### config.mk
export PLATFORM = sky130hd
export DESIGN_NAME = mem_port_arbiter
export DESIGN_NICKNAME = d
export VERILOG_FILES = /design/src/rtl/mem_arb_pkg.sv /design/src/rtl/mem_port_arbiter.sv
export SDC_FILE = /design/constraint.sdc
export NUM_CORES = 1
export LEC_CHECK = 0
export BUFFER_PORTS_ARGS = -buffer_cell sky130_fd_sc_hd__buf_2
export CAP_MARGIN = 20
export CORE_ASPECT_RATIO = 1.25
export CORE_MARGIN = 2
export CORE_UTILIZATION = 43
export CTS_CLUSTER_SIZE = 28
export DETAILED_ROUTE_END_ITERATION = 8
export GPL_ROUTABILITY_DRIVEN = 0
export HOLD_SLACK_MARGIN = 0.02
export PLACE_DENSITY = 0.76
export SYNTH_ARGS = -nofsm -noshare
export SYNTH_HDL_FRONTEND = slang
export SYNTH_SLANG_ARGS = --single-unit
### constraint.sdc
create_clock -name CLK -period 3.5 [get_ports CLK]
set_input_delay 0.35 -clock CLK [delete_from_list [all_inputs] [get_ports CLK]]
set_output_delay 0.35 -clock CLK [all_outputs]
set_load 0.01 [all_outputs]
### src/rtl/mem_arb_pkg.sv
// Shared types and default constants for the instruction/data memory port arbiter.
package mem_arb_pkg;

  typedef enum logic [1:0] {
    IDLE  = 2'd0,
    BUS_I = 2'd1,
    BUS_D = 2'd2,
    RESP  = 2'd3
  } arb_state_t;

  typedef enum logic {
    FETCH = 1'b0,
    DATA  = 1'b1
  } owner_t;

  localparam int unsigned STARVE_MAX_DEF = 4;
  localparam int unsigned TIMEOUT_DEF    = 16;

endpackage

### src/rtl/mem_port_arbiter.sv
// Arbitrates the fetch and data ports onto one single-port memory, with data
// priority, fetch starvation protection and a bus timeout.
module mem_port_arbiter
  import mem_arb_pkg::*;
#(
  parameter int unsigned ADDR_W     = 10,
  parameter int unsigned DATA_W     = 32,
  parameter int unsigned STARVE_MAX = STARVE_MAX_DEF,
  parameter int unsigned TIMEOUT    = TIMEOUT_DEF
) (
  input  logic              CLK,
  input  logic              RESET,
  input  logic              i_req,
  input  logic [ADDR_W-1:0] i_addr,
  output logic [DATA_W-1:0] i_rdata,
  output logic              i_ack,
  input  logic              d_req,
  input  logic              d_we,
  input  logic [ADDR_W-1:0] d_addr,
  input  logic [DATA_W-1:0] d_wdata,
  output logic [DATA_W-1:0] d_rdata,
  output logic              d_ack,
  output logic              mem_req,
  output logic              mem_we,
  output logic [ADDR_W-1:0] mem_addr,
  output logic [DATA_W-1:0] mem_wdata,
  input  logic [DATA_W-1:0] mem_rdata,
  input  logic              mem_valid,
  output logic              err,
  output logic              stall
);

  localparam int unsigned SC_W = $clog2(STARVE_MAX + 1);
  localparam int unsigned TM_W = (TIMEOUT > 2) ? $clog2(TIMEOUT) : 1;

  arb_state_t        state, state_d;
  logic [SC_W-1:0]   starve_cnt;
  logic [TM_W-1:0]   timer;
  logic              grant_i, grant_d;
  logic              done_ok, done_to;
  owner_t            owner;

  assign owner = (state == BUS_D) ? DATA : FETCH;
  assign stall = (i_req & ~i_ack) | (d_req & ~d_ack);

  // Next-state: arbitration in IDLE, completion or timeout in the bus states.
  always_comb begin
    state_d = state;
    grant_i = 1'b0;
    grant_d = 1'b0;
    done_ok = 1'b0;
    done_to = 1'b0;
    unique case (state)
      IDLE: begin
        if (d_req && (!i_req || (starve_cnt < SC_W'(STARVE_MAX)))) begin
          state_d = BUS_D;
          grant_d = 1'b1;
        end else if (i_req) begin
          state_d = BUS_I;
          grant_i = 1'b1;
        end
      end
      BUS_I, BUS_D: begin
        if (mem_valid) begin
          state_d = RESP;
          done_ok = 1'b1;
        end else if (timer == TM_W'(TIMEOUT - 1)) begin
          state_d = RESP;
          done_to = 1'b1;
        end
      end
      RESP:    state_d = IDLE;
      default: state_d = IDLE;
    endcase
  end

  always_ff @(posedge CLK or posedge RESET) begin
    if (RESET) begin
      state <= IDLE;
    end else begin
      state <= state_d;
    end
  end

  // Grant latch, timer, starvation counter and registered responses.
  always_ff @(posedge CLK or posedge RESET) begin
    if (RESET) begin
      starve_cnt <= '0;
      timer      <= '0;
      mem_req    <= 1'b0;
      mem_we     <= 1'b0;
      mem_addr   <= '0;
      mem_wdata  <= '0;
      i_rdata    <= '0;
      d_rdata    <= '0;
      i_ack      <= 1'b0;
      d_ack      <= 1'b0;
      err        <= 1'b0;
    end else begin
      i_ack <= 1'b0;
      d_ack <= 1'b0;
      err   <= 1'b0;

      if (grant_i || grant_d) begin
        mem_req   <= 1'b1;
        mem_we    <= grant_d & d_we;
        mem_addr  <= grant_d ? d_addr : i_addr;
        mem_wdata <= grant_d ? d_wdata : '0;
      end

      if (grant_i) begin
        starve_cnt <= '0;
      end else if (grant_d && i_req && (starve_cnt < SC_W'(STARVE_MAX))) begin
        starve_cnt <= starve_cnt + SC_W'(1);
      end

      if ((state == BUS_I || state == BUS_D) && !(done_ok || done_to)) begin
        timer <= timer + TM_W'(1);
      end else begin
        timer <= '0;
      end

      if (done_ok || done_to) begin
        mem_req <= 1'b0;
        mem_we  <= 1'b0;
        i_ack   <= (owner == FETCH);
        d_ack   <= (owner == DATA);
        err     <= done_to;
        if (owner == FETCH) begin
          i_rdata <= done_to ? '0 : mem_rdata;
        end else if (done_to) begin
          d_rdata <= '0;
        end else if (!mem_we) begin
          d_rdata <= mem_rdata;
        end
      end
    end
  end

endmodule

* Word level (Yosys, flattened, before mapping)
Index checks and enable logic that the tools add are counted.
** Storage, ports and cells
- Input port bits :: 90
- Logic and storage cells :: 77
- Bits in registers :: 120
- Output and inout bits :: 112
** Cells by class
- Bitwise logic cells :: 7
- Add/sub/neg operators :: 2
- Muxes and demuxes :: 31
- Equality and inequality tests :: 7
- $lt $le $gt $ge :: 1
- Reduce and logical (&&, ||, !) cells :: 17
** Operator list (count)
- 32-bit 2-to-1 mux :: 4
- 1-bit 2-to-1 mux :: 18
- 10-bit 2-to-1 mux :: 1
- 2-bit 2-to-1 mux :: 4
- 3-bit 2-to-1 mux :: 2
- 3-bit != test, second input constant :: 2
- 2-bit one-hot mux with 3 select lines :: 1
- 4-bit by 1-bit adder with 4-bit output, second input constant :: 1
- 2-bit equality test, second input constant :: 2
- 4-bit equality test, second input constant :: 1
- 1-bit logical AND :: 4
- 1-bit logical OR :: 4
- 4-bit 2-to-1 mux :: 1
- 2-bit AND reduction :: 2
- 2-bit nonzero test :: 2
- 3-bit by 1-bit adder with 3-bit output, second input constant :: 1
- 1-bit AND :: 3
- 3-bit less-than comparator, second input constant :: 1
- 1-bit inverter :: 3
- 3-bit AND reduction :: 1
- 2-bit by 1-bit equality test with 1-bit output, second input constant :: 1
- 1-bit logical NOT :: 2
- 2-bit logical NOT :: 1
- 2-bit by 1-bit != test with 1-bit output, second input constant :: 1
- other kinds (2) :: 2

* Longest topological paths before layout
Gate-level depths: netlist of the first run.
- Depth after elaboration :: 9
- Mapped depth :: 8
- Depth with buffers taken out :: 5

* Worst setup path before layout of the first run
OpenSTA, ideal clock, no wires.
- Kind :: reg-to-reg
- From :: register state[0]
- To :: register state[0]
- Path slack :: 1.825 ns
- Arrival :: 1.550 ns
- Data required time :: 3.375 ns
- Setup time :: 0.125 ns
- Stages on the path, launching flop included :: 7
- Path buffers :: 1
- Period minus slack after synthesis :: 1.675 ns
- Cell sequence :: dfrtp_1 -> inv_1 -> ha_1 -> clkbuf_2 -> nor2b_1 -> a32oi_1 -> mux2_2
** Between the ends
- Word-level cells in the longest chain between the ends :: 4
- Elaborated cells on any way between the ends :: 9
- Classes of those cells :: eq/ne (5); mux (1); reduce/logical (3)
** Ends and longest elaborated chain
- start, declared :: line mem_port_arbiter.sv:36 : arb_state_t state, state_d;
- start signal, assigned :: line mem_port_arbiter.sv:81 : state <= state_d;
- 2-bit equality test / 2-bit by 1-bit equality test with 1-bit output (equally long branches) :: line mem_port_arbiter.sv:53 : unique case (state)
- 2-bit OR reduction :: line mem_port_arbiter.sv:53
- 3-bit != test (no source line)
- 2-bit AND reduction (no source line)
Several ways; a longest one is shown, not always the timed one.
A chain may end at the register's enable or synchronous reset.

* Final worst setup path of the first run
- From :: register state[1]
- To :: register d_rdata[26]
** Between the ends
- Word-level cells in the longest chain between the ends :: 5
- Elaborated cells on any way between the ends :: 10
- Classes of those cells :: eq/ne (3); mux (4); reduce/logical (3)
** Ends and longest elaborated chain
- 2-bit equality test / 2-bit by 1-bit equality test with 1-bit output (equally long branches) :: line mem_port_arbiter.sv:43, mem_port_arbiter.sv:53
- 2-bit OR reduction :: line mem_port_arbiter.sv:53
- 1-bit 2-to-1 mux :: line mem_port_arbiter.sv:53
- 2-bit by 1-bit != test with 1-bit output (no source line) / 1-bit logical OR (equally long branches)
- 3-bit AND reduction (no source line)
- end signal, assigned :: line mem_port_arbiter.sv:134 : d_rdata <= mem_rdata;
- end, declared :: line mem_port_arbiter.sv:21 : output logic [DATA_W-1:0] d_rdata,
Several ways; a longest one is shown, not always the timed one.

==> results of run 1 <==
## layer usage
| metal | global-route usage, % | wire [um] |
|---|---|---|
| met2 | 33.35 | 5841 |
| met4 | 6.337 | 61 |
| met3 | 6.855 | 1066 |
| met5 | 0 | 0 |
| met1 | 26.26 | 4845 |
## sequential cells by signal (all words and copies together), names as in the netlist
| signal | count |
|---|---|
| d_rdata | 32 |
| i_rdata | 32 |
| mem_wdata | 32 |
| mem_addr | 10 |
| timer | 4 |
| starve_cnt | 3 |
| state | 2 |
| d_ack | 1 |
| err | 1 |
| i_ack | 1 |
| mem_req | 1 |
| mem_we | 1 |
## cell usage in the layout (no fill, tap or decap), types with 7 or more instances in the layout
cell type,synthesis,layout
nand2_1,80,80
a22o_1,64,64
buf_2,9,201
clkbuf_16,0,17
o21ai_0,38,38
inv_1,9,8
dfrtp_1,120,120
o21ai_1,7,7
and2_1,11,11
mux2i_1,12,12
## power groups by stage
stage	combinational [mW]	clock, mW	sequential, mW
3_3_place_gp	2.21	0	2.30
4_1_cts	2.29	2.03	2.31
2_1_floorplan	1.11	0	2.57
5_1_grt	2.49	2.10	2.38
6_report	2.25	1.98	2.32
3_5_place_dp	2.29	0	2.32
## final timing paths
path	start	end	slack (ns)	cells after the start
hold / removal	RESET	mem_wdata[15]	0.07	3
min in group CLK	mem_rdata[15]	d_rdata[15]	0.17	3
setup / recovery	state[1]	d_rdata[26]	1.28	5
max in group asynchronous	RESET	mem_wdata[24]	2.87	3
hold reg to reg	timer[0]	timer[0]	0.47	1
setup reg to reg	state[1]	d_rdata[26]	1.28	5
## stage by stage
stage	instances	utilization (%)	setup slack [ns]	hold WS, ns
floorplan	405	-	1.681	0.4300
global placement	715	54.72	1.348	0.4405
detailed placement	715	54.72	1.174	0.4614
CTS	747	61.14	1.190	0.1522
finish	747	61.14	1.279	0.07161
global route	747	61.14	1.029	0.1643
## cell families after synthesis
logic type,synth area share (%)
flops,63.22
compound gates,18.26
simple gates,10.01
buf+inv,4.057
mux,2.766
fa+ha+maj,1.317
xor+xnor,0.3689
## final cells by class
| class | instances | area share, % |
|---|---|---|
| Clock buffer | 18 | 6.733 |
| Clock inverter | 14 | 3.779 |
| Inverter | 9 | 0.5755 |
| Multi-Input combinational cell | 247 | 24.04 |
| Sequential cell | 120 | 46.04 |
| Tap cell | 132 | 2.532 |
| Timing Repair Buffer | 207 | 16.31 |
## tightest hold or removal path: stages
cell,delay (ns)
buf_2,0.12
clkinvlp_4,0.07
buf_12,0.40
==> out/summary.txt, run 1 <==
status = finished, final reports clean
HP Class = primary input to asynchronous set/reset pin
crit-path cells = inv_1, ha_1, nand2b_1, nor3_4, o21ai_0
area grow syn2layout = 37.33%
CP Capture Type = flip-flop
Starting Density = 44.52%
die width = 98 um
Pwr Total = 6.550 mW
ANT cells = 0
Worst slew margin = 32.56%
Clk pin slew, worst setup/hold paths = 0.05 ns
Max Freq = 0.4502 GHz
vias in the first global route = 3911
Worst-Skew Late Latency = 0.41 ns
routed length per instance = 15.82 um
crit path launch type = flip-flop
setup tns final = 0 ns
Cell Int Power = 4.351 mW
root buf cell = clkbuf_16
fraction of layout cells with a size suffix above 1 = 40.00%
final instance area = 6523 um2
Synth Cell Area = 4750 um2
clk_skew = 0.01177 ns
Period minus WS final = 2.221 ns
worst path arrival time = 2.46 ns
PD cells = 1004 nW/um2
fill count = 896
multi-input combinational cell area = 1568 um2
distinct cell type count of the synthesized netlist = 33
final hold violations = 0
Reg power frac = 35.4%
max-cap violations = 0
register area share after synthesis = 63.22%
Syn Area/Cell = 11.73 um2
via count = 3813
H-Tree Depth = 4
IO Port Bufs = 201
max-slew violations = 0
worst slew pin tran = 1.008 ns
die area = 11910 um2
RSZ-0062 raised after global routing = no
final setup violating endpoints = 0
Die Span Y = 121.5 um
critical path required time = 3.74 ns
grt total ovfl = 0
period utilization = 63.46%
Nets = 697
Synth area leader = dfrtp_1
number of CTS-inserted buffers = 17
final wirelength = 11810 um
Setup Crit Path Kind = flip-flop to flip-flop
row count = 42
Via density = 5.104
total track usage = 20.52%
CTS resizes = 0
share of flip-flops with an asynchronous set or reset = 100.0%
Yosys warning total = 0
clock buffer depth = 2
# IOs = 202
combinational fraction of design power = 34.3%
TritonCTS clock tree = built
ys flop type = dfrtp_1
# DRC = 0
Critical-path top delay cell = nor3_4
Seq cells post-synth = 120
Clk pwr share = 30.3%
First DRT Iteration DRCs = 135
Area contributors post-synth = dfrtp_1, a22o_1, nand2_1
core area = 10670 um2
largest net degree at the start of global routing = 121
EDFF count, synth = 0
Leak = 3.465 nW
post-CTS setup buffer count = 0
Hold-fix buffers, CTS = 0
cell with the most instances after synthesis = dfrtp_1
Post-synth top cells = dfrtp_1, nand2_1, a22o_1, o21ai_0, mux2i_1
max incr delay on CP = 0.79 ns
Mapped Cells = 405
CP delay by family, top = simple AND/OR/NAND/NOR gates
initial antenna violation count = 0
Buf+Inv Stages, Crit Path = 1
Sw Pwr = 2.198 mW
maximum vdd drop = 0.5728 mV
first-pass GRT wire length = 19310 um
Pre-antenna DRT Iters = 4
storage element area = 3003 um2
clk sinks = 120
Yosys top cell area share = 63.22%
Post-DRT Antenna Nets = 0
Net Sw Frac = 33.56%
CP max FO = 32
post-synth net total = 500
HPWL reported at the end of detailed placement = 8318 um
dpl cell area = 5837 um2
No activity file was read; power rests on OpenSTA's default activity.
==> run 2: changes to the inputs <==
Clock period 3.5 ns to 2 ns, I/O delays scaled along.
==> run 2 against run 1 <==
Worst setup slack got worse by 1.0 ns. Power increased by 71%. Design area up 4.5%. Cell count rose by 4.3%. Global-route usage rose by 1.2 points. Clock power is 55% higher. Routed wire length is 4.6% higher. Worst hold slack lost 0.039 ns. Critical endpoint is now state[0].
==> out/summary.txt, run 2 (synthesis results as in run 1) <==
status = finished, final reports clean (unchanged)
RR Endpoint = state[0] (was d_rdata[26])
# IOs = 202 (unchanged)
Via density = 5.130 (was 5.104)
area grow syn2layout = 43.52% (was 37.33%)
Worst-Skew Late Latency = 0.40 ns (was 0.41 ns)
grt total ovfl = 0 (unchanged)
routed length per instance = 15.86 um (was 15.82 um)
Worst path depth = 5 (unchanged)
r2r startpoint = state[0] (was state[1])
clock buffer depth = 2 (unchanged)
CTS resizes = 0 (unchanged)
Leak = 3.595 nW (was 3.465 nW)
vias in the first global route = 4034 (was 3911)
Starting Density = 44.52% (unchanged)
Largest regs = d_rdata (32), i_rdata (32), mem_wdata (32) (unchanged)
CP Capture Type = flip-flop (unchanged)
Setup Crit Path Kind = flip-flop to flip-flop (unchanged)
die area = 11910 um2 (unchanged)
Pre-antenna DRT Iters = 4 (unchanged)
max-slew violations = 0 (unchanged)
final wirelength = 12360 um (was 11810 um)
Nets = 729 (was 697)
R2R depth = 5 (unchanged)
Die Span Y = 121.5 um (unchanged)
FF-to-FF setup slack = 0.25 ns (was 1.28 ns)
row count = 42 (unchanged)
Worst slew margin = 57.00% (was 32.56%)
first-pass GRT wire length = 20380 um (was 19310 um)
Post-DRT Antenna Nets = 0 (unchanged)
die width = 98 um (unchanged)
core area = 10670 um2 (unchanged)
HP Class = primary input to flip-flop (was primary input to asynchronous set/reset pin)
maximum vdd drop = 0.8252 mV (was 0.5728 mV)
period utilization = 87.70% (was 63.46%)
PD cells = 1648 nW/um2 (was 1004 nW/um2)
RSZ-0062 raised after global routing = no (unchanged)
final setup violating endpoints = 0 (unchanged)
clk sinks = 120 (unchanged)
ANT cells = 0 (unchanged)
clk_skew = 0.01032 ns (was 0.01177 ns)
# DRC = 0 (unchanged)
commonest non-fill, non-tap cell in the layout = buf_2 (unchanged)
final hold violations = 0 (unchanged)
HP Start = mem_rdata[19]
Period minus WS final = 1.754 ns (was 2.221 ns)
most frequent cells in the layout = buf_2, dfrtp_1, nand2_1 (unchanged)
number of CTS-inserted buffers = 17 (unchanged)
Clk pin slew, worst setup/hold paths = 0.05 ns (about the same)
max incr delay on CP = 0.41 ns (was 0.79 ns)
largest net degree at the start of global routing = 121 (unchanged)
First DRT Iteration DRCs = 137 (was 135)
TritonCTS clock tree = built (unchanged)
Buf+Inv Stages, Crit Path = 1 (unchanged)
crit path to = state[0] (was d_rdata[26])
crit-path cells = inv_1, ha_1, nor2b_1, a32oi_1, mux2_2 (was inv_1, ha_1, nand2b_1, nor3_4, o21ai_0)
via count = 3996 (was 3813)
Critical-path top delay cell = ha_1 (was nor3_4)
Setup crit start = state[0] (was state[1])
HPWL reported at the end of detailed placement = 8139 um (was 8318 um)
worst slew pin tran = 0.6449 ns (was 1.008 ns)
setup tns final = 0 ns (unchanged)
CP delay by family, top = adder cells (was simple AND/OR/NAND/NOR gates)
Max Freq = 0.5701 GHz (was 0.4502 GHz)
H-Tree Depth = 4 (unchanged)
fraction of layout cells with a size suffix above 1 = 38.49% (was 40.00%)
initial antenna violation count = 0 (unchanged)
critical path required time = 2.28 ns (was 3.74 ns)
Pwr Total = 11.23 mW (was 6.550 mW)
IO Port Bufs = 201 (unchanged)
crit path launch type = flip-flop (unchanged)
max-cap violations = 0 (unchanged)
CP max FO = 9 (was 32)
total track usage = 21.72% (was 20.52%)
worst path arrival time = 2.04 ns (was 2.46 ns)
root buf cell = clkbuf_16 (unchanged)
## run 2: power breakdown
part / internal, mW / switching [mW] / leakage [nW] / total, mW
Sequential: 3.49 / 0.587 / 1.53 / 4.08
Clock: 2.02 / 1.04 / 0.292 / 3.06
Combinational: 1.87 / 2.22 / 1.77 / 4.09
## run 2: layout make-up
| cell class | count | area [um2] |
|---|---|---|
| Clock buffer | 20 | 456.7 |
| Clock inverter | 12 | 150.1 |
| Fill cell | 852 | 3851 |
| Inverter | 9 | 37.54 |
| Multi-Input combinational cell | 247 | 1568 |
| Sequential cell | 120 | 3003 |
| Tap cell | 132 | 165.2 |
| Timing Repair Buffer | 239 | 1436 |
## run 2: stage by stage
| step | hold WS (ns) | instance area (um2) | setup slack, ns | cells | utilization (%) |
|---|---|---|---|---|---|
| floorplan | 0.3168 | 4753 | 0.3252 | 405 | - |
| global placement | 0.4177 | 5909 | 0.3096 | 718 | 55.40 |
| detailed placement | 0.4276 | 5909 | 0.2590 | 718 | 55.40 |
| CTS | 0.02001 | 6797 | 0.2507 | 778 | 63.71 |
| global route | 0.02252 | 6817 | 0.1786 | 779 | 63.90 |
| finish | 0.03278 | 6817 | 0.2460 | 779 | 63.90 |
## run 2: timing repair
action / CTS / global route
endpoints found under the hold margin: 78 / 0
hold buffers: 28 / 0
setup buffers: 0 / 0
## run 2: how the worst min path moves through the flow
stage	end	slack (ns)	depth (start not counted)
after floorplan	d_rdata[0]	0.32	2
final	d_rdata[19]	0.03	3
after detailed placement	mem_wdata[25]	0.43	3
after global routing	mem_wdata[12]	0.02	2
after CTS	d_rdata[19]	0.02	3
after global placement	d_rdata[6]	0.42	3
## run 2: worst reg2reg max path: stages (launching register included)
cell and delay (ns):
dfrtp_1 0.33, inv_1 0.07, ha_1 0.41, nor2b_1 0.20, a32oi_1 0.25, mux2_2 0.37
## run 2: per-layer routing
metal / part of all wire, % / up-vias / GRT usage (%)
met5: 0 / - / 0
met4: 0.94 / 0 / 5.990
met3: 7.6 / 11 / 6.970
met2: 49 / 170 / 35.83
met1: 42 / 1945 / 27.80
li1: - / 1870 / -
==> run 3: changes to the inputs <==
Settings changed: CORE_UTILIZATION 43 to 51, PLACE_DENSITY 0.76 to 0.85.
Clock period 2 ns to 2.08 ns, I/O delays scaled along.
==> run 3 against run 2 <==
Fmax decreased by 6.6%. Non-clock buffer count decreased by 21. Sequential power decreased by 4%. Die area decreased by 15%. Global-route usage increased by 3.1 points. Clock skew decreased by 0.0033 ns. Combinational power decreased by 5%.
==> out/summary.txt, run 3 (synthesis results as in run 1) <==
status = finished, final reports clean (unchanged)
clock buffer depth = 2 (unchanged)
fraction of layout cells with a size suffix above 1 = 39.52% (was 38.49%)
clk_skew = 0.007011 ns (was 0.01032 ns)
CP max FO = 22 (was 9)
PD cells = 1651 nW/um2 (was 1648 nW/um2)
final wirelength = 11760 um (was 12360 um)
Worst slew margin = 58.86% (was 57.00%)
Largest regs = d_rdata (32), i_rdata (32), mem_wdata (32) (unchanged)
commonest non-fill, non-tap cell in the layout = buf_2 (unchanged)
final hold violations = 0 (unchanged)
met3 usage = 7.037% (was 6.970%)
die area = 10110 um2 (was 11910 um2)
Die Span Y = 111.9 um (was 121.5 um)
CP Capture Type = flip-flop (unchanged)
Nets = 708 (was 729)
via count = 3917 (was 3996)
setup tns final = 0 ns (unchanged)
H-Tree Depth = 4 (unchanged)
HPWL reported at the end of detailed placement = 7934 um (was 8139 um)
vias in the first global route = 4125 (was 4034)
largest net degree at the start of global routing = 121 (unchanged)
Worst-Skew Late Latency = 0.40 ns (about the same)
Via density = 5.237 (was 5.130)
final instance area = 6588 um2 (was 6817 um2)
maximum vdd drop = 0.9186 mV (was 0.8252 mV)
max-cap violations = 0 (unchanged)
final setup violating endpoints = 0 (unchanged)
Period minus WS final = 1.879 ns (was 1.754 ns)
root buf cell = clkbuf_16 (unchanged)
number of CTS-inserted buffers = 17 (unchanged)
initial antenna violation count = 0 (unchanged)
CTS resizes = 0 (unchanged)
GR Layer Usage met2 = 41.20% (was 35.83%)
crit path launch type = flip-flop (unchanged)
max-slew violations = 0 (unchanged)
Setup Crit Path Kind = flip-flop to flip-flop (unchanged)
TritonCTS clock tree = built (unchanged)
Min Hold Slack = 0.008283 ns (was 0.03278 ns)
most used routing layer = met2 (unchanged)
Pre-antenna DRT Iters = 4 (unchanged)
first-pass GRT wire length = 19800 um (was 20380 um)
clk sinks = 120 (unchanged)
total track usage = 24.82% (was 21.72%)
Leak = 3.506 nW (was 3.595 nW)
Post-DRT Antenna Nets = 0 (unchanged)
Clk pin slew, worst setup/hold paths = 0.05 ns (about the same)
area grow syn2layout = 38.70% (was 43.52%)
# IOs = 202 (unchanged)
critical path required time = 2.41 ns (was 2.28 ns)
post-CTS setup buffer count = 0 (unchanged)
routed length per instance = 15.72 um (was 15.86 um)
worst slew pin tran = 0.6170 ns (was 0.6449 ns)
period utilization = 90.32% (was 87.70%)
met1 Resource Use GR = 30.24% (was 27.80%)
Max Freq = 0.5323 GHz (was 0.5701 GHz)
IO Port Bufs = 201 (unchanged)
row count = 39 (was 42)
Starting Density = 52.33% (was 44.52%)
RSZ-0062 raised after global routing = no (unchanged)
worst path arrival time = 2.21 ns (was 2.04 ns)
die width = 90.32 um (was 98 um)
First DRT Iteration DRCs = 187 (was 137)
core area = 9076 um2 (was 10670 um2)
HP Class = primary input to asynchronous set/reset pin (was primary input to flip-flop)
ANT cells = 0 (unchanged)
dpl cell area = 5867 um2 (was 5909 um2)
# DRC = 0 (unchanged)
most frequent cells in the layout = buf_2, dfrtp_1, nand2_1 (unchanged)
grt total ovfl = 0 (unchanged)
==> run 3: changes by cell type in the layout (fill, tap and decap cells not counted), sizes merged <==
cell         before  now
clkinvlp          4    2
clkinv            6    3
clkbuf           20   23
bufinv            3    4
dlygate4sd3      28    7
==> run 3: report_power, final <==
part / total, mW / switching, mW / internal (mW)
combinational: 3.90 / 2.12 / 1.78
sequential: 3.91 / 0.550 / 3.36
clock: 3.06 / 0.944 / 2.12
total: 10.9 / 3.62 / 7.26
==> run 3: worst paths after layout <==
check	start	end	slack, ns	cells after the start
max reg2reg	state[0]	i_rdata[2]	0.20	5
min	RESET	mem_addr[6]	0.008	3
min in group CLK	mem_rdata[6]	d_rdata[6]	0.04	3
min reg2reg	timer[0]	timer[0]	0.47	1
max in group asynchronous	RESET	i_ack	1.60	3
max	state[0]	i_rdata[2]	0.20	5
==> run 3: per-layer routing <==
metal | share of wire (%) | wire [um]
met5 | 0 | 0
met4 | 1.8 | 206
met3 | 7.6 | 896
met2 | 49 | 5785
met1 | 41 | 4869
==> run 3: per-stage QoR <==
stage | setup WS (ns) | std cells | total power, mW | utilization [%]
2_1_floorplan | 0.4027 | 405 | 6.202 | -
3_3_place_gp | 0.3154 | 709 | 7.627 | 64.64
3_5_place_dp | 0.1974 | 709 | 7.800 | 64.64
4_1_cts | 0.2078 | 747 | 10.95 | 72.36
5_1_grt | 0.07931 | 748 | 11.57 | 72.58
6_report | 0.2013 | 748 | 10.87 | 72.58
==> run 3: what timing repair did <==
action | in CTS | in global routing
hold buffers | 7 | 0
setup endpoints to repair | 0 | 0
hold endpoints to repair | 7 | 0
==> run 3: worst max-delay path: stages (launching register included) <==
cell,delay [ns]
dfrtp_1,0.35
inv_1,0.08
ha_1,0.44
and3_1,0.56
buf_12,0.23
a22o_1,0.14
==> run 3: area by class of cell <==
class                      instances  area [um2]
fill                             654        2489
tap                              123       153.9
multi-input combinational        247        1562
timing repair buffer             218        1201
inverter                           9       37.54
clock buffer                      23       488.0
clock inverter                     8       142.6
sequential                       120        3003
